<file path="config.mk">
export PLATFORM = sky130hd
export DESIGN_NAME = id_ex_stage
export DESIGN_NICKNAME = d
export VERILOG_FILES = /design/src/rtl/mips_pkg.sv /design/src/rtl/alu_ctrl_dec.sv /design/src/rtl/id_ex_stage.sv
export SDC_FILE = /design/constraint.sdc
export NUM_CORES = 1
export LEC_CHECK = 0
export ABC_AREA = 1
export ABC_CLOCK_PERIOD_IN_PS = 2700
export BUFFER_PORTS_ARGS = -buffer_cell sky130_fd_sc_hd__buf_4
export CAP_MARGIN = 20
export CORE_AREA = 2 2 101 103
export DETAILED_ROUTE_END_ITERATION = 10
export DIE_AREA = 0 0 103 105
export GPL_ROUTABILITY_DRIVEN = 0
export MAX_ROUTING_LAYER = met4
export PLACE_DENSITY = 0.85
export SLEW_MARGIN = 20
export SYNTH_ARGS = -nofsm -noshare
export SYNTH_HDL_FRONTEND = slang
export SYNTH_HIERARCHICAL = 1
export SYNTH_SLANG_ARGS = --single-unit
</file>
<file path="constraint.sdc">
create_clock -name clk -period 2.7 [get_ports clk]
set_input_delay 0.27 -clock clk [delete_from_list [all_inputs] [get_ports clk]]
set_output_delay 0.27 -clock clk [all_outputs]
set_load 0.01 [all_outputs]
</file>
<file path="src/rtl/mips_pkg.sv">
// Shared ALU-control encodings, ALUOp/funct codes and pass-through control payload
// for the MIPS ID/EX datapath.
package mips_pkg;

  localparam logic [3:0] ALU_AND = 4'b0000;
  localparam logic [3:0] ALU_OR  = 4'b0001;
  localparam logic [3:0] ALU_ADD = 4'b0010;
  localparam logic [3:0] ALU_SUB = 4'b0110;
  localparam logic [3:0] ALU_SLT = 4'b0111;
  localparam logic [3:0] ALU_NOR = 4'b1100;
  localparam logic [3:0] ALU_BAD = 4'b1111;

  typedef enum logic [1:0] {
    ALUOP_ADD   = 2'b00,
    ALUOP_SUB   = 2'b01,
    ALUOP_RTYPE = 2'b10,
    ALUOP_ORI   = 2'b11
  } alu_op_e;

  localparam logic [5:0] FUNCT_ADD = 6'b100000;
  localparam logic [5:0] FUNCT_SUB = 6'b100010;
  localparam logic [5:0] FUNCT_AND = 6'b100100;
  localparam logic [5:0] FUNCT_OR  = 6'b100101;
  localparam logic [5:0] FUNCT_NOR = 6'b100111;
  localparam logic [5:0] FUNCT_SLT = 6'b101010;

  typedef struct packed {
    logic reg_write;
    logic mem_read;
    logic mem_write;
    logic mem_to_reg;
  } ctrl_t;

endpackage

</file>
<file path="src/rtl/alu_ctrl_dec.sv">
// Combinational {ALUOp, funct} -> {ALU control, illegal} translation.
module alu_ctrl_dec
  import mips_pkg::*;
(
  input  logic [1:0] alu_op,
  input  logic [5:0] funct,
  output logic [3:0] alu_control_c,
  output logic       illegal_c
);

  always_comb begin
    alu_control_c = ALU_BAD;
    illegal_c     = 1'b0;
    case (alu_op)
      ALUOP_ADD: alu_control_c = ALU_ADD;
      ALUOP_SUB: alu_control_c = ALU_SUB;
      ALUOP_ORI: alu_control_c = ALU_OR;
      default: begin
        case (funct)
          FUNCT_ADD: alu_control_c = ALU_ADD;
          FUNCT_SUB: alu_control_c = ALU_SUB;
          FUNCT_AND: alu_control_c = ALU_AND;
          FUNCT_OR:  alu_control_c = ALU_OR;
          FUNCT_NOR: alu_control_c = ALU_NOR;
          FUNCT_SLT: alu_control_c = ALU_SLT;
          default: begin
            alu_control_c = ALU_BAD;
            illegal_c     = 1'b1;
          end
        endcase
      end
    endcase
  end

endmodule

</file>
<file path="src/rtl/id_ex_stage.sv">
// ID/EX pipeline register with valid/ready handshake, stall, flush and ALU-control decode.
// Optional operand bypass from EX/MEM and MEM/WB when FORWARDING_EN is defined.
module id_ex_stage
  import mips_pkg::*;
#(
  parameter int unsigned DATA_W = 32,
  parameter int unsigned REG_AW = 5
) (
  input  logic              clk,
  input  logic              rst_n,
  input  logic              in_valid,
  output logic              in_ready,
  input  logic [DATA_W-1:0] in_rs_data,
  input  logic [DATA_W-1:0] in_rt_data,
  input  logic [15:0]       in_imm16,
  input  logic [REG_AW-1:0] in_rs,
  input  logic [REG_AW-1:0] in_rt,
  input  logic [REG_AW-1:0] in_wr_reg,
  input  logic [1:0]        in_alu_op,
  input  logic [5:0]        in_funct,
  input  logic              in_alu_src,
  input  logic [3:0]        in_ctrl,
  input  logic              flush,
`ifdef FORWARDING_EN
  input  logic              exmem_wr,
  input  logic [REG_AW-1:0] exmem_rd,
  input  logic [DATA_W-1:0] exmem_data,
  input  logic              memwb_wr,
  input  logic [REG_AW-1:0] memwb_rd,
  input  logic [DATA_W-1:0] memwb_data,
`endif
  output logic              out_valid,
  input  logic              out_ready,
  output logic [DATA_W-1:0] operand_a,
  output logic [DATA_W-1:0] operand_b,
  output logic [3:0]        alu_control,
  output logic [DATA_W-1:0] out_rt_data,
  output logic [REG_AW-1:0] out_wr_reg,
  output logic [3:0]        out_ctrl,
  output logic              illegal_op
);

  localparam int unsigned IMM_W = 16;
  localparam int unsigned EXT_W = DATA_W - IMM_W;

  logic [3:0]        dec_ctrl_c;
  logic              dec_illegal_c;
  logic              capture_c;
  logic              use_imm_c;
  logic [DATA_W-1:0] imm_ext_c;

  logic              valid_q,    valid_d;
  logic              illegal_q,  illegal_d;
  logic [DATA_W-1:0] a_q,        a_d;
  logic [DATA_W-1:0] b_q,        b_d;
  logic [DATA_W-1:0] rt_data_q,  rt_data_d;
  logic [REG_AW-1:0] wr_reg_q,   wr_reg_d;
  logic [3:0]        alu_ctrl_q, alu_ctrl_d;
  ctrl_t             ctrl_q,     ctrl_d;
`ifdef FORWARDING_EN
  logic [REG_AW-1:0] rs_q,       rs_d;
  logic [REG_AW-1:0] rt_q,       rt_d;
  logic              use_imm_q,  use_imm_d;
`endif

  alu_ctrl_dec u_alu_ctrl_dec (
    .alu_op        (in_alu_op),
    .funct         (in_funct),
    .alu_control_c (dec_ctrl_c),
    .illegal_c     (dec_illegal_c)
  );

  assign in_ready  = ~valid_q | out_ready;
  assign capture_c = in_valid & in_ready & ~flush;
  assign use_imm_c = in_alu_src | (in_alu_op == ALUOP_ORI);
  // ori zero-extends its immediate; every other immediate form sign-extends
  assign imm_ext_c = (in_alu_op == ALUOP_ORI) ? {{EXT_W{1'b0}}, in_imm16}
                                              : {{EXT_W{in_imm16[IMM_W-1]}}, in_imm16};

  // Next-state: flush beats capture, capture beats drain, otherwise hold
  always_comb begin
    valid_d    = valid_q;
    illegal_d  = illegal_q;
    a_d        = a_q;
    b_d        = b_q;
    rt_data_d  = rt_data_q;
    wr_reg_d   = wr_reg_q;
    alu_ctrl_d = alu_ctrl_q;
    ctrl_d     = ctrl_q;
`ifdef FORWARDING_EN
    rs_d       = rs_q;
    rt_d       = rt_q;
    use_imm_d  = use_imm_q;
`endif
    if (flush) begin
      valid_d   = 1'b0;
      illegal_d = 1'b0;
    end else if (capture_c) begin
      valid_d    = 1'b1;
      illegal_d  = dec_illegal_c;
      a_d        = in_rs_data;
      b_d        = use_imm_c ? imm_ext_c : in_rt_data;
      rt_data_d  = in_rt_data;
      wr_reg_d   = in_wr_reg;
      alu_ctrl_d = dec_ctrl_c;
      ctrl_d     = ctrl_t'(in_ctrl);
`ifdef FORWARDING_EN
      rs_d       = in_rs;
      rt_d       = in_rt;
      use_imm_d  = use_imm_c;
`endif
    end else if (out_ready) begin
      valid_d = 1'b0;
    end
  end

  always_ff @(posedge clk or negedge rst_n) begin
    if (!rst_n) begin
      valid_q    <= 1'b0;
      illegal_q  <= 1'b0;
      a_q        <= '0;
      b_q        <= '0;
      rt_data_q  <= '0;
      wr_reg_q   <= '0;
      alu_ctrl_q <= '0;
      ctrl_q     <= '0;
`ifdef FORWARDING_EN
      rs_q       <= '0;
      rt_q       <= '0;
      use_imm_q  <= 1'b0;
`endif
    end else begin
      valid_q    <= valid_d;
      illegal_q  <= illegal_d;
      a_q        <= a_d;
      b_q        <= b_d;
      rt_data_q  <= rt_data_d;
      wr_reg_q   <= wr_reg_d;
      alu_ctrl_q <= alu_ctrl_d;
      ctrl_q     <= ctrl_d;
`ifdef FORWARDING_EN
      rs_q       <= rs_d;
      rt_q       <= rt_d;
      use_imm_q  <= use_imm_d;
`endif
    end
  end

`ifdef FORWARDING_EN
  logic [DATA_W-1:0] rs_fwd_c;
  logic [DATA_W-1:0] rt_fwd_c;

  // Youngest producer wins; $zero is hardwired and never bypassed
  always_comb begin
    rs_fwd_c = a_q;
    rt_fwd_c = rt_data_q;
    if (exmem_wr && (exmem_rd != REG_AW'(0)) && (exmem_rd == rs_q)) begin
      rs_fwd_c = exmem_data;
    end else if (memwb_wr && (memwb_rd != REG_AW'(0)) && (memwb_rd == rs_q)) begin
      rs_fwd_c = memwb_data;
    end
    if (exmem_wr && (exmem_rd != REG_AW'(0)) && (exmem_rd == rt_q)) begin
      rt_fwd_c = exmem_data;
    end else if (memwb_wr && (memwb_rd != REG_AW'(0)) && (memwb_rd == rt_q)) begin
      rt_fwd_c = memwb_data;
    end
  end

  assign operand_a   = rs_fwd_c;
  assign operand_b   = use_imm_q ? b_q : rt_fwd_c;
  assign out_rt_data = rt_fwd_c;
`else
  logic unused_c;
  assign unused_c    = ^{in_rs, in_rt};
  assign operand_a   = a_q;
  assign operand_b   = b_q;
  assign out_rt_data = rt_data_q;
`endif

  assign out_valid   = valid_q;
  assign alu_control = alu_ctrl_q;
  assign out_wr_reg  = wr_reg_q;
  assign out_ctrl    = ctrl_q;
  assign illegal_op  = illegal_q;

endmodule

</file>
---- Word-level counts from Yosys, hierarchy flattened ----
Cells that the tools add are included.
Widths: inputs -> output; s select.
operators by class
  bitwise logic cells ..................... 6
  reduce and logical (&&, ||, !) cells .... 6
  muxes and demuxes ....................... 11
  eq/ne operators ......................... 8
operators by type and width
  cell                count
  $mux 32             2
  $eq 6x6->1 const B  6
  $pmux 4 s6          1
  $pmux 4 s3          1
  $mux 1              7
  $reduce_or 6->1     1
  $reduce_bool 3->1   1
  $reduce_or 3->1     1
  $and 1x1->1         2
  $eq 2x1->1 const B  1
  $eq 2x2->1 const B  1
  $logic_not 2->1     1
  $not 1->1           2
  $or 1x1->1          2
  $reduce_and 2->1    1
  $reduce_bool 2->1   1
word-level totals
  register bits ........................... 111
  word-level logic and storage cells ...... 42
  input port bits ......................... 113
  output and inout bits ................... 112

---- Logic depth before layout (Yosys ltp) ----
  word-level depth ........................ 6
  mapped depth ............................ 8
  depth with buffers taken out ............ 8

---- Cells and area by module ----
Netlist, hierarchy kept.
modules (own cells, without submodules)
  module        times used  cells each  area each (µm²)  sequential area each (µm²)
  id_ex_stage   1           564         4,601.9          2,777.7
  alu_ctrl_dec  1           34          166.4            0.0

---- Worst setup path after synthesis ----
OpenSTA, ideal clock, no wires.
  path kind ............................... flip-flop to flip-flop
  from .................................... reg valid_q (netlist: out_valid)
  to ...................................... reg a_q[10] (netlist: operand_a[10])
  data arrival time ....................... 1,112 ps
  stages on the path, launching flop included .. 8
  required time ........................... 2,584 ps
  buffers on the path ..................... 3
  path slack .............................. 1,472 ps
  period minus slack after synthesis ...... 1,228 ps
  setup time .............................. 116 ps
  path through ............................ dfrtp_1 nand2_4 nand3_2 buf_4 buf_6 buf_6 nand2_1 nand2_1
between the ends
  word-level cells in the longest chain between the ends .. 5
ends and longest elaborated chain
  item                        line                text
  start, declared             id_ex_stage.sv:52   logic valid_q, valid_d;
  start signal, assigned      id_ex_stage.sv:133  valid_q <= valid_d;
  $not 1->1                   id_ex_stage.sv:73   assign in_ready = ~valid_q | out_ready;
  $or 1x1->1                  id_ex_stage.sv:73
  via in_ready                id_ex_stage.sv:12   output logic in_ready,
  $and 1x1->1 (2 in a row)    id_ex_stage.sv:74   assign capture_c = in_valid & in_ready & ~flush;
  $reduce_and 2->1 (no line)  --
  end signal, assigned        id_ex_stage.sv:121  a_q <= '0;
  end signal, assigned        id_ex_stage.sv:135  a_q <= a_d;
  end, declared               id_ex_stage.sv:54   logic [DATA_W-1:0] a_q, a_d;
The timed path passes the listed nets, and every way through them passes these cells.
A chain may end at the register's enable or synchronous reset.

---- Worst setup path in the final report ----
  from .................................... reg valid_q (netlist: out_valid)
  to ...................................... reg b_q[10] (netlist: operand_b[10])
between the ends
  word-level cells in the longest chain between the ends .. 5
ends and longest elaborated chain
  item                        line                text
  $not 1->1                   id_ex_stage.sv:73
  $or 1x1->1                  id_ex_stage.sv:73
  $and 1x1->1 (2 in a row)    id_ex_stage.sv:74
  $reduce_and 2->1 (no line)  --
  end signal, assigned        id_ex_stage.sv:122  b_q <= '0;
  end signal, assigned        id_ex_stage.sv:136  b_q <= b_d;
  end, declared               id_ex_stage.sv:55   logic [DATA_W-1:0] b_q, b_d;
Every way passes these cells.

==> metrics.txt <==
outcome=complete, no violations; final setup violation count=0; Synth Instances=598; final WL=13.5 mm; Root Buffer=clkbuf_8; number of buffers created by CTS=9; sw frac=0.296; clock latency on the worst-skew pair=0.36 ns; GRT Util Overall=0.257; critical path fanouts, max=109; CTS resizes=0; final period utilization=0.656; hold path depth=2; VDD IR-drop max=358 uV; initial detailed-routing violation count=234; H-tree Lvls=3; largest area contributor in the netlist=dfrtp_1; post-route ant nets=0; grt met3 use=0.0314; Post-CTS Repair Setup Buffers=0; worst setup margin=0.930 ns; largest net degree at the start of global routing=110; initial antenna violation count=0; Seq pwr share=0.498; maximum clock insertion buffer count=2; worst reg2reg path depth=5; top post-synthesis cells by area=dfrtp_1 (58%), nand2_1 (30%), nand3_1 (3.7%); # diodes=0; Mean Syn Cell Area=7.97 sq um; initial core utilization=0.495; cell area after synthesis=4770 sq um; combinational share of power=0.265; Setup WS pre-CTS=0.929 ns; Ports=225; GR Util met1=0.319; Net count, final=911; clk sinks=111; arrival time at the worst endpoint=2.07 ns; Die W=103 microns; Tightest Pin Transition=1.08 ns; GR peak layer=met2; minimum clock period=1.77 ns; Fmax=565 MHz; worst hold path class=in -> reg; die footprint=10800 sq um; first-pass GRT wire length=21.1 mm; Reg clk slew, reported paths=0.09 ns; Power, Total=4110 uW; setup TNS=0 ns; RSZ-0062 raised after global routing=false; max_cap viols=0; CTS tree=built; leakage=0.00390 uW; drt drc=0; met2 usage=0.415; die height=105 microns; total internal power=2890 uW; CP endpoint kind=flip-flop; Hold Vio Cnt, Final=0; Pins Over Slew Limit=0; area of the core=9640 sq um; register area share after synthesis=0.583; overall via count from detail_route=4575; row count=36; Final HPWL DP=9.64 mm; post-synthesis net count=711; area delta synth->final=39.1%; CP Data Required Time=3.00 ns; library cells used by synthesis=19; Port Buffers=214; Pwr Density=619 nW/um^2; clock network power share=0.237; CP Class=reg -> reg; DR WL/cell=14.4 microns; synthesis-stage register bit count=111; Slew headroom=0.282; Ys Warns=6; # hold bufs at CTS=1; vias in the first global route=4475; gr ovfl total=0; First-pass DRT Iterations=4; share of cells above drive strength 1=0.304; switching power=1220 uW; via/cell ratio=4.89; Final Skew=0.00676 ns; area share of the largest cell type after synthesis=0.583; Worst Setup Start Kind=flip-flop
placed cells by master (no fill, tap or decap):
cell	Yosys	layout
a21oi_1	2	2
a21oi_2	2	2
buf_12	0	2
buf_4	2	217
bufinv_16	0	1
clkbuf_1	0	3
clkbuf_8	0	10
clkinv_2	0	2
clkinvlp_4	0	1
dfrtp_1	111	111
dlygate4sd3_1	0	1
inv_1	12	12
inv_2	3	2
nand2_1	386	386
nand2_2	2	2
nand2_4	1	1
nand3_1	35	35
nand3_4	0	1
nand4_1	1	1
nor2_1	6	6
nor2_2	2	2
o2111ai_1	1	1
o211ai_1	1	1
o211ai_2	1	1
metal layers:
layer	up-vias	wire [microns]
met1	2124	5480
li1	2216	-
met2	203	6660
met5	-	0
met3	32	883
met4	0	452
critical path, stage by stage (launching register included):
cell,delay (ns)
dfrtp_1,0.41
nand2_4,0.09
nand3_4,0.07
buf_4,0.82
nand2_1,0.15
nand2_1,0.13
logic make-up after synthesis:
kind of cell / count (synthesis) / synth area share
flip-flops: 111 / 0.583
AND/OR/NAND/NOR: 434 / 0.356
AO/OA/AOI/OAI: 7 / 0.0118
buffers and inverters: 46 / 0.0493
synthesized netlist by cell type, drive strengths merged:
master	instances
nand2	389
o2111ai	1
inv	15
o211ai	2
dfrtp	111
nand3	36
nand4	1
a21oi	4
nor2	8
buf	31
final cells by class:
cell class / instances / area, sq um
tap: 133 / 166
fill: 799 / 3000
sequential: 111 / 2780
inverter: 15 / 57.6
clock inverter: 3 / 42.5
timing repair buffer: 220 / 1680
clock buffer: 13 / 149
multi-input combinational: 441 / 1760
metrics by stage:
step / std cells / instance area [sq um] / hold slack, ns / util
2_1_floorplan: 598 / 4770 / -0.0256 / -
3_3_place_gp: 919 / 6430 / 0.382 / 0.667
3_5_place_dp: 919 / 6430 / 0.399 / 0.667
4_1_cts: 936 / 6640 / 0.0420 / 0.688
5_1_grt: 936 / 6640 / 0.0464 / 0.688
6_report: 936 / 6640 / 0.0655 / 0.688
power groups by stage:
stage	logic, uW	clock network, uW	registers [uW]
after global routing	1190	1070	2070
after CTS	1100	1010	2050
final	1090	975	2050
after global placement	1060	0	2060
after detailed placement	1100	0	2080
after floorplan	329	0	2180
final timing paths:
path / endpoint / slack [ns] / start
min in group asynchronous: operand_b[13] / 0.51 / rst_n
setup / recovery: operand_b[10] / 0.93 / out_valid
setup reg to reg: operand_b[10] / 0.93 / out_valid
hold / removal: illegal_op / 0.07 / flush
max in group asynchronous: out_rt_data[1] / 1.43 / rst_n
hold reg to reg: operand_a[19] / 0.49 / operand_a[19]
Power figures use the tool's default switching activity.
